**config.mk**
```make
export PLATFORM = sky130hd
export DESIGN_NAME = burst_data_freezer
export DESIGN_NICKNAME = d
export VERILOG_FILES = /design/src/rtl/burst_data_freezer.sv
export SDC_FILE = /design/constraint.sdc
export NUM_CORES = 1
export LEC_CHECK = 0
export BUFFER_PORTS_ARGS = -buffer_cell sky130_fd_sc_hd__buf_4
export CORE_ASPECT_RATIO = 0.75
export CORE_MARGIN = 1.5
export CORE_UTILIZATION = 32
export DETAILED_ROUTE_END_ITERATION = 8
export GPL_TIMING_DRIVEN = 0
export PLACE_DENSITY = 0.61
export SKIP_LAST_GASP = 1
export SLEW_MARGIN = 40
export SYNTH_ARGS = -nofsm -noshare
export SYNTH_HDL_FRONTEND = slang
export SYNTH_SLANG_ARGS = --single-unit
export TNS_END_PERCENT = 100
```
**constraint.sdc**
```tcl
create_clock -name clock -period 2.56 [get_ports clock]
set_input_delay 0.256 -clock clock [delete_from_list [all_inputs] [get_ports clock]]
set_output_delay 0.256 -clock clock [all_outputs]
set_load 0.01 [all_outputs]
```
**src/rtl/burst_data_freezer.sv**
```systemverilog
// burst_data_freezer
//   Bridges a slow target-domain master, which advances on io_tick, to a fast memory port
//   running on the same clock. The bridge issues at most one read and one write per target
//   cycle. It holds io_in_wait_n until the next tick and buffers returned read words in a
//   small FIFO. It presents those words one per target cycle, so the slow master never misses
//   a beat of a burst.
//
// Parameters
//   ADDR_WIDTH  address width, passed through unchanged
//   DATA_WIDTH  data width of the read/write words
//   BURST_LEN   words returned per accepted read (1..DEPTH)
//   DEPTH       read FIFO entries, power of two, >= BURST_LEN
//
// Ports
//   clock, reset                  fast clock, asynchronous active-high reset
//   io_tick                       one-cycle pulse at the start of each target cycle
//   io_in_rd/wr/addr/din          master request side
//   io_in_dout/valid              word presented to the master for the current target cycle
//   io_in_wait_n                  request accepted, held until the next tick
//   io_out_rd/wr/addr/din         memory request side
//   io_out_dout/valid/wait_n      memory response and acceptance
//   io_overflow                   sticky flag: a returned word was dropped on a full FIFO
module burst_data_freezer #(
  parameter int unsigned ADDR_WIDTH = 7,
  parameter int unsigned DATA_WIDTH = 16,
  parameter int unsigned BURST_LEN  = 1,
  parameter int unsigned DEPTH      = 4
) (
  input  logic                  clock,
  input  logic                  reset,
  input  logic                  io_tick,
  input  logic                  io_in_rd,
  input  logic                  io_in_wr,
  input  logic [ADDR_WIDTH-1:0] io_in_addr,
  input  logic [DATA_WIDTH-1:0] io_in_din,
  output logic [DATA_WIDTH-1:0] io_in_dout,
  output logic                  io_in_wait_n,
  output logic                  io_in_valid,
  output logic                  io_out_rd,
  output logic                  io_out_wr,
  output logic [ADDR_WIDTH-1:0] io_out_addr,
  output logic [DATA_WIDTH-1:0] io_out_din,
  input  logic [DATA_WIDTH-1:0] io_out_dout,
  input  logic                  io_out_wait_n,
  input  logic                  io_out_valid,
  output logic                  io_overflow
);

  localparam int unsigned CntW = $clog2(DEPTH) + 1;
  localparam int unsigned PtrW = (DEPTH > 1) ? $clog2(DEPTH) : 1;

  localparam logic [CntW-1:0] DepthCnt = CntW'(DEPTH);
  localparam logic [CntW-1:0] BurstCnt = CntW'(BURST_LEN);
  localparam logic [PtrW-1:0] LastPtr  = PtrW'(DEPTH - 1);

  // Read FIFO storage and bookkeeping
  logic [DATA_WIDTH-1:0] mem_q [DEPTH];
  logic [PtrW-1:0]       wr_ptr_q, wr_ptr_d;
  logic [PtrW-1:0]       rd_ptr_q, rd_ptr_d;
  logic [CntW-1:0]       count_q, count_d;
  logic [CntW-1:0]       free_slots;
  logic                  fifo_empty, fifo_full;
  logic                  push, pop, drop;

  // Request tracking
  logic [CntW-1:0]       inflight_q, inflight_d;
  logic                  rd_pend_q, rd_pend_d;
  logic                  wr_pend_q, wr_pend_d;
  logic                  wait_hold_q, wait_hold_d;
  logic                  rd_accept, wr_accept;

  // Presentation register
  logic                  pres_valid_q, pres_valid_d;
  logic [DATA_WIDTH-1:0] pres_data_q, pres_data_d;
  logic                  overflow_q, overflow_d;

  // Request side
  assign fifo_empty = (count_q == '0);
  assign fifo_full  = (count_q == DepthCnt);
  assign free_slots = DepthCnt - count_q;

  // A read is only issued when the previous burst has fully returned and the whole
  // next burst is guaranteed to fit, so a well-behaved memory can never overflow us.
  assign io_out_rd = io_in_rd & ~rd_pend_q & (inflight_q == '0) & (free_slots >= BurstCnt);
  assign io_out_wr = io_in_wr & ~wr_pend_q;

  assign rd_accept = io_out_rd & io_out_wait_n;
  assign wr_accept = io_out_wr & io_out_wait_n;

  assign io_out_addr  = io_in_addr;
  assign io_out_din   = io_in_din;
  assign io_in_wait_n = io_out_wait_n | wait_hold_q;

  // Return path: a pop on the same tick frees the slot for an incoming word
  assign pop  = io_tick & ~fifo_empty;
  assign push = io_out_valid & (~fifo_full | pop);
  assign drop = io_out_valid & fifo_full & ~pop;

  always_comb begin
    wr_ptr_d = wr_ptr_q;
    rd_ptr_d = rd_ptr_q;
    count_d  = count_q;

    if (push) begin
      wr_ptr_d = (wr_ptr_q == LastPtr) ? '0 : wr_ptr_q + PtrW'(1);
    end
    if (pop) begin
      rd_ptr_d = (rd_ptr_q == LastPtr) ? '0 : rd_ptr_q + PtrW'(1);
    end

    unique case ({push, pop})
      2'b10:   count_d = count_q + CntW'(1);
      2'b01:   count_d = count_q - CntW'(1);
      default: count_d = count_q;
    endcase
  end

  always_comb begin
    inflight_d = inflight_q;
    if (rd_accept) begin
      inflight_d = BurstCnt;
    end else if (io_out_valid && (inflight_q != '0)) begin
      // Unsolicited words do not push the counter below zero
      inflight_d = inflight_q - CntW'(1);
    end
  end

  // Pending flags and wait hold clear on a tick, but a same-cycle accept wins so a request
  // accepted on the tick still counts as this target cycle's single issue.
  always_comb begin
    rd_pend_d   = rd_accept | (rd_pend_q & ~io_tick);
    wr_pend_d   = wr_accept | (wr_pend_q & ~io_tick);
    wait_hold_d = rd_accept | wr_accept | (wait_hold_q & ~io_tick);
    overflow_d  = overflow_q | drop;
  end

  // Presentation: each tick re-decides validity; data holds when nothing is popped
  always_comb begin
    pres_valid_d = pres_valid_q;
    pres_data_d  = pres_data_q;
    if (io_tick) begin
      pres_valid_d = ~fifo_empty;
    end
    if (pop) begin
      pres_data_d = mem_q[rd_ptr_q];
    end
  end

  assign io_in_valid = pres_valid_q;
  assign io_in_dout  = pres_data_q;
  assign io_overflow = overflow_q;

  // Storage needs no reset: emptiness is tracked by the count
  always_ff @(posedge clock) begin
    if (push) begin
      mem_q[wr_ptr_q] <= io_out_dout;
    end
  end

  always_ff @(posedge clock or posedge reset) begin
    if (reset) begin
      wr_ptr_q     <= '0;
      rd_ptr_q     <= '0;
      count_q      <= '0;
      inflight_q   <= '0;
      rd_pend_q    <= 1'b0;
      wr_pend_q    <= 1'b0;
      wait_hold_q  <= 1'b0;
      pres_valid_q <= 1'b0;
      pres_data_q  <= '0;
      overflow_q   <= 1'b0;
    end else begin
      wr_ptr_q     <= wr_ptr_d;
      rd_ptr_q     <= rd_ptr_d;
      count_q      <= count_d;
      inflight_q   <= inflight_d;
      rd_pend_q    <= rd_pend_d;
      wr_pend_q    <= wr_pend_d;
      wait_hold_q  <= wait_hold_d;
      pres_valid_q <= pres_valid_d;
      pres_data_q  <= pres_data_d;
      overflow_q   <= overflow_d;
    end
  end

endmodule
```
======== Word-level counts from Yosys, hierarchy flattened ========
Memory sizes are Yosys's and may differ from the RTL's. A register that Yosys moved wholly into a read port is not among the register bits.
Cells that the tools add are included.
Widths: inputs -> output; s select.
storage, ports and cells
  bits in registers ....................... 15
  bits in latches ......................... 0
  RAM bits ................................ 64
  ROM bits ................................ 0
  input port bits ......................... 46
  output and inout bits ................... 44
  logic and storage cells ................. 61
  memories kept ........................... 1
memories
  name   depth  width  read ports  clocked after memory_dff  write ports  RTL line  RTL
  mem_q  4      16     1           1                         1            57        logic [DATA_WIDTH-1:0] mem_q [DEPTH];
cells by class
  add/subtract/negate cells ............... 6
  $mul .................................... 0
  div/mod/pow operators ................... 0
  magnitude comparators ................... 1
  equal/unequal tests ..................... 5
  shifts and indexed selects .............. 0
  muxes and demuxes ....................... 7
  bitwise operators ....................... 26
  reductions and logical operators ........ 6
operators with widths
  kind                 count
  $and 1x1->1          13
  $or 1x1->1           7
  $eq 2x2->1 const B   3
  $logic_not 3->1      2
  $mux 3               2
  $not 1->1            6
  $pmux 3 s2           1
  $sub 3x1->3 const B  2
  $add 2x1->2 const B  2
  $mux 2               2
  $reduce_bool 2->1    2
  $add 3x1->3 const B  1
  $eq 3x3->1 const B   1
  $ge 3x1->1 const B   1
  $reduce_bool 3->1    1
  $sub 3x3->3 const A  1
  $eq 2x1->1 const B   1
  $mux 1               2
  $logic_and 1x1->1    1

======== Logic depth before layout (Yosys ltp) ========
Gate-level depths: netlist (run 1).
  word-level depth ........................ 7
  mapped depth ............................ 12
  mapped depth without buffers ............ 12

======== Worst setup path after synthesis (run 1) ========
No wires, ideal clock.
  path kind ............................... register to register
  from .................................... register count_q[0]
  to ...................................... register count_q[2]
  arrival time ............................ 2.098 ns
  data required time ...................... 2.438 ns
  slack ................................... 0.340 ns
  stages on the path, launching flop included .. 13
  period minus slack after synthesis ...... 2.220 ns
  cell sequence ........................... dfrtp_1 inv_1 ha_1 ha_1 nand2b_1 a21boi_2 inv_1 ha_1 inv_1 fa_1 xor2_1 nor2_1 xnor2_1
between the ends
  word-level cells in the longest chain between the ends .. 7
ends and longest elaborated chain
  item                                                    RTL line  RTL
  start, declared                                         60        logic [CntW-1:0] count_q, count_d;
  start signal, assigned                                  175       count_q <= count_d;
  $logic_not 3->1                                         78        assign fifo_empty = (count_q == '0);
  $not 1->1                                               95        assign pop = io_tick & ~fifo_empty;
  $and 1x1->1                                             95
  $or 1x1->1                                              96        assign push = io_out_valid & (~fifo_full | pop);
  $and 1x1->1                                             96
  $eq 2x1->1 / $eq 2x2->1 (equally long branches)         111       unique case ({push, pop})
  $pmux 3 s2 / $reduce_bool 2->1 (equally long branches)  --
Several ways; a longest one is shown, not always the timed one.
A chain may end at the register's enable or synchronous reset.

======== Final worst setup path (run 1) ========
  from .................................... register count_q[0]
  to ...................................... output io_out_rd
between the ends
  word-level cells in the longest chain between the ends .. 3
ends and longest elaborated chain
  item           RTL line  RTL
  $sub 3x3->3    80        assign free_slots = DepthCnt - count_q;
  $ge 3x1->1     84        assign io_out_rd = io_in_rd & ~rd_pend_q & (inflight_q == '0) & (free_slots >= BurstCnt);
  $and 1x1->1    84
  end, declared  39        output logic io_out_rd,
Every way passes these cells.

==> flow_summary.yaml, run 1 <==
die:
  die_h_um: 99.3
  core_um2: 11800
  dieArea_um2: 13000
  num_rows: 34
  io_pins: 90
  fp.dieW_um: 131
  initial_utilization: 0.334
sta:
  drv_slew: 0
  clock.fmax_mhz: 416
  fin_crit_ns: 2.41
  tightestPinTransition_ns: 0.713
  slew_headroom: 0.524
  timing.final.ws_setup_ns: 0.154
  rsz0062_at_grt: "false"
  min_period_over_period: 0.940
  fin_skew_ns: 0.00643
  hold_viol_final: 0
  setup_viol: 0
final_layout:
  layout_common_cells: "buf_4 (90), edfxtp_1 (64), mux2i_1 (33), dfrtp_1 (31), nand2_1 (22)"
  layout.cells.non_filler: 506
  final_util: 0.418
  drive_gt1_frac: 0.363
  syn_to_final_growth_pct: 25.0
  layout_commonest_cell: "buf_4"
  insertedDiodeCount: 0
  final_nets: 398
placement:
  hpwlAfterDp_mm: 4.97
  placed_cells: 489
  pre_cts_slack_ns: 0.112
  port_buffers: 66
  place_congestion: 0.697
yosys:
  ys_seq_area_frac: 0.682
  synthCells: 261
  synth_edf_count: 64
  netlist_area_um2: 3950
  async_flop_share: 0.326
  synthDistinctLibCells: 32
  syn-num-nets: 320
  synth_warnings: 0
  synth_ff_type: "edfxtp_1"
  synth_area_per_cell_um2: 15.1
  ys_ff_latch: 95
grt:
  antenna_found_initial: 0
  grt_max_degree: 32
  top_usage_layer: "met2"
  grtUsageMet1: 0.159
  grt_pass1_wl_mm: 11.8
  grt.total_usage: 0.123
  grt_pass1_vias: 2205
  grtUsageMet3: 0.0464
  grtUsageMet2: 0.185
  gr-total-overflow: 0
clocking:
  cts_root_buf: "clkbuf_16"
  postCtsHoldBufs: 0
  clock-sinks: 95
  h-tree-depth: 3
  clk_latency_ns: 0.34
  ctsLongestPathBuffers: 2
  cts_tree: "built"
  path_clk_slew_ns: 0.06
  numCtsBuffers: 9
power_and_ir_drop:
  total_power_mw: 5.08
  powerDensity_nw_per_um2: 1030
  leakagePower_nw: 2.07
  irDropWorstVdd_mv: 0.444
worst_hold_path:
  min_path_type: "in -> async"
route:
  vias: 2247
  drt_iter0_drc: 164
  drtPass1Iterations: 4
  ant_nets: 0
  wl_mm: 7.51
  via_per_inst: 4.44
  drc: 0
  wire_per_inst_um: 14.8
critical_path:
  arrival_ns: 2.15
  crit_type: "reg -> out"
  reg2reg_from: "count_q[0]"
  reg2reg_depth: 11
  endpoint_kind: "primary output"
  cp-start-kind: "flip-flop"
  startpoint: "count_q[0]"
  cp_data_required_time_ns: 2.30
  cp_max_fo: 4
run:
  drv_cap: 0
run_status:
  status: "complete, no violations"
-- per-stage QoR --
stage               area [um^2]  hold slack (ns)  setup TNS, ns
global placement           4650            0.457          -5.08
detailed placement         4660            0.433              0
floorplan                  3950            0.352              0
finish                     4940           0.0355              0
global route               4940            0.104              0
CTS                        4930           0.0606              0
-- area by class of cell --
class                           count  area (um^2)
Buffer                             32          215
Clock buffer                       13          250
Clock inverter                      3         18.8
Fill cell                        1106         6880
Inverter                           15         56.3
Multi-Input combinational cell    119         1000
Sequential cell                    95         2700
Tap cell                          162          203
Timing Repair Buffer               67          503
-- registers in the layout, indices dropped and copies added, names as in the netlist --
| signal | cells |
|---|---|
| count_q | 3 |
| mem_q | 64 |
| inflight_q | 3 |
| wr_pend_q | 1 |
| io_in_valid | 1 |
| rd_ptr_q | 2 |
| wr_ptr_q | 2 |
| io_in_dout | 16 |
| rd_pend_q | 1 |
| io_overflow | 1 |
| wait_hold_q | 1 |
-- repair_timing --
item / CTS / global route
resized for setup: 0 / 2
buffers inserted: 0 / 1
setup endpoints to repair: 0 / 27
-- logic make-up after synthesis --
family | after synthesis | share of synthesized area
adder cells (fa/ha/maj) | 13 | 0.0430
flip-flops | 95 | 0.682
AND/OR/NAND/NOR | 43 | 0.0554
buffers and inverters | 47 | 0.0687
AO/OA/AOI/OAI | 24 | 0.0525
multiplexers | 35 | 0.0892
XOR/XNOR | 4 | 0.00886
-- synthesized netlist by cell type, types with 2 or more instances --
master    count  area (um^2)
a211oi_2      2         25.0
and2_1        4         25.0
buf_2         7         35.0
buf_4        23          173
clkbuf_1      2         7.51
dfrtp_1      31          776
edfxtp_1     64         1920
ha_1         12          150
inv_1        14         52.6
mux2_1        2         22.5
mux2i_1      33          330
nand2_1      22         82.6
nand2b_1      3         18.8
nand3_1       2         10.0
nor2_1        4         15.0
o21ai_0       3         15.0
o221ai_1     16          140
xnor2_1       3         26.3
-- final timing paths --
kind / endpoint / slack, ns
worst max-delay path: io_out_rd / 0.15
worst min-delay path: io_in_dout[1] / 0.04
worst max register to register: count_q[2] / 0.22
min in group clock: mem_q[0][6] / 0.11
worst min register to register: io_overflow / 0.49
max in group asynchronous: io_in_dout[8] / 2.06
-- where the power goes --
part	internal, mW	switching (mW)
clock network	0.682	0.525
registers	2.10	0.192
logic	0.737	0.845
total	3.52	1.56
-- worst max-delay path: stages, from the launching register on --
cell and delay (ns):
dfrtp_1 0.41, inv_1 0.10, ha_1 0.24, ha_1 0.28, or4b_4 0.46, and2_2 0.19, buf_4 0.14
-- per-layer routing --
metal / wire (um) / share of wire
met5: 0 / 0
met4: 141 / 0.019
met3: 502 / 0.067
met2: 3330 / 0.44
met1: 3530 / 0.47
Power figures use the tool's default switching activity.
==> run 2: changes to the inputs <==
GPL_TIMING_DRIVEN = not set   (was 0)
RECOVER_POWER = 50   (was not set)
clock period = 2.3 ns   (was 2.56 ns; I/O delays follow)
==> run 2 against run 1 <==
Compared with the run above:
- final area decreased by 5.3%
- sequential share of layout area is 3.1 points higher
- combinational power is 11% higher
- flip-flop and latch count unchanged
- the flow now finishes with violations (capacitance limit, slew limit)
- setup slack worse by 0.091 ns
- non-clock buffer count fell by 40
- largest cell class unchanged
==> flow_summary.yaml, run 2 (synthesis results as in run 1) <==
sta:
  hold_viol_final: 0
  tightestPinTransition_ns: 1.85
  drv_slew: 32
  setup_viol: 0
  fin_skew_ns: 0.00712
  clock.fmax_mhz: 447
  rsz0062_at_grt: "true"
  fin_crit_ns: 2.24
  slew_headroom: -0.232
  timing.final.ws_setup_ns: 0.0634
  min_period_over_period: 0.972
worst_hold_path:
  min_path_type: "in -> reg"
  hold-path-endpoint: "rd_pend_q"
  holdPathStages: 2
  hp-start: "io_tick"
placement:
  hpwlAfterDp_mm: 4.56
  placed_area_um2: 4430
  port_buffers: 43
  pre_cts_slack_ns: 0.0549
  place_congestion: 0.688
clocking:
  ctsLongestPathBuffers: 2
  cts_root_buf: "clkbuf_16"
  cts_tree: "built"
  clock-sinks: 95
  postCtsHoldBufs: 0
  path_clk_slew_ns: 0.06
  clk_latency_ns: 0.34
  numCtsBuffers: 9
  h-tree-depth: 3
critical_path:
  rrSetupSlack_ns: 0.12
  reg2reg_depth: 12
  cp-start-kind: "flip-flop"
  cp_data_required_time_ns: 2.07
  crit_type: "reg -> out"
  reg2reg_from: "count_q[0]"
  arrival_ns: 2.01
  r2r-end: "count_q[2]"
  endpoint_kind: "primary output"
  cp_max_fo: 3
  startpoint: "count_q[0]"
grt:
  grt.total_usage: 0.115
  antenna_found_initial: 0
  grt_pass1_vias: 2106
  gr-total-overflow: 0
  grt_max_degree: 32
  grt_pass1_wl_mm: 11.2
die:
  dieArea_um2: 13000
  num_rows: 34
  fp.dieW_um: 131
  core_um2: 11800
  initial_utilization: 0.334
  io_pins: 90
  die_h_um: 99.3
final_layout:
  insertedDiodeCount: 0
  register_area_um2: 2700
  top_register: "mem_q"
  multiInputGateArea_um2: 992
  syn_to_final_growth_pct: 18.4
  final_nets: 358
  nFillCells: 1144
  layout_commonest_cell: "edfxtp_1"
  layout_common_cells: "edfxtp_1 (64), buf_4 (36), mux2i_1 (33), dfrtp_1 (30), nand2_1 (22)"
  final_cell_area_um2: 4680
  largest_register_ffs: 64
  drive_gt1_frac: 0.234
route:
  wire_per_inst_um: 15.1
  ant_nets: 0
  wl_met1_mm: 3.30
  via_per_inst: 4.48
  drt_iter0_drc: 89
  drc: 0
  dr_wl_met3_um: 385
  drtPass1Iterations: 4
  wl_mm: 7.03
  vias: 2090
  routed.top_layer: "met4"
  met2WireLength_mm: 3.20
power_and_ir_drop:
  irDropWorstVdd_mv: 0.441
  leakagePower_nw: 1.85
  powerDensity_nw_per_um2: 1240
  total_power_mw: 5.81
run_status:
  violations: "capacitance limit, slew limit"
  status: "finished, violations left"
run:
  drv_cap: 1
## run 2: cell count changes in the layout (fill, tap and decap cells not counted), sizes merged
cell / previous run / this run
clkbuf: 15 / 29
inv: 15 / 16
buf: 97 / 41
bufinv: 0 / 1
## run 2: how the worst max path moves through the flow
stage	endpoint	slack [ns]	cells after the start
floorplan	count_q[2]	0.08	12
global placement	count_q[2]	0.13	12
detailed placement	count_q[2]	0.05	12
CTS	io_out_rd	0.02	6
global route	count_q[2]	-0.03	12
finish	io_out_rd	0.06	6
## run 2: timing repair
item | 4_1_cts | 5_1_grt
gates resized for setup | 0 | 4
buffers inserted | 0 | 2
endpoints found under the setup margin | 0 | 3
## run 2: area by class of cell
class                   count  area share
clock buffers              11      0.0497
clock inverters             5      0.0126
repair buffers             59      0.0943
well taps                 162      0.0433
multi-input cells         119       0.212
inverters                  15      0.0120
flip-flops and latches     95       0.576
## run 2: worst max-delay path, stage by stage (launching register included)
cell and delay [ns]:
dfrtp_1 0.38, buf_4 0.13, buf_4 0.13, ha_1 0.18, or4b_4 0.52, and2_2 0.19, buf_4 0.14
## run 2: metrics by stage
step	hold slack, ns	TNS (ns)	util	cells
after floorplan	0.326	0	-	261
after global placement	0.368	0	0.375	448
after detailed placement	0.384	0	0.375	448
after CTS	0.0233	0	0.399	464
after global routing	0.127	-0.0437	0.396	466
final	0.123	0	0.396	466
## run 2: power by group
group          internal, mW  total (mW)  switching, mW
registers              2.33        2.61          0.283
clock network         0.844        1.45          0.603
logic                 0.893        1.75          0.861
## run 2: routing by layer
| layer | vias up | GRT usage |
|---|---|---|
| met4 | 0 | 0.0590 |
| met5 | - | 0 |
| met2 | 46 | 0.176 |
| li1 | 998 | - |
| met1 | 1027 | 0.148 |
| met3 | 19 | 0.0377 |
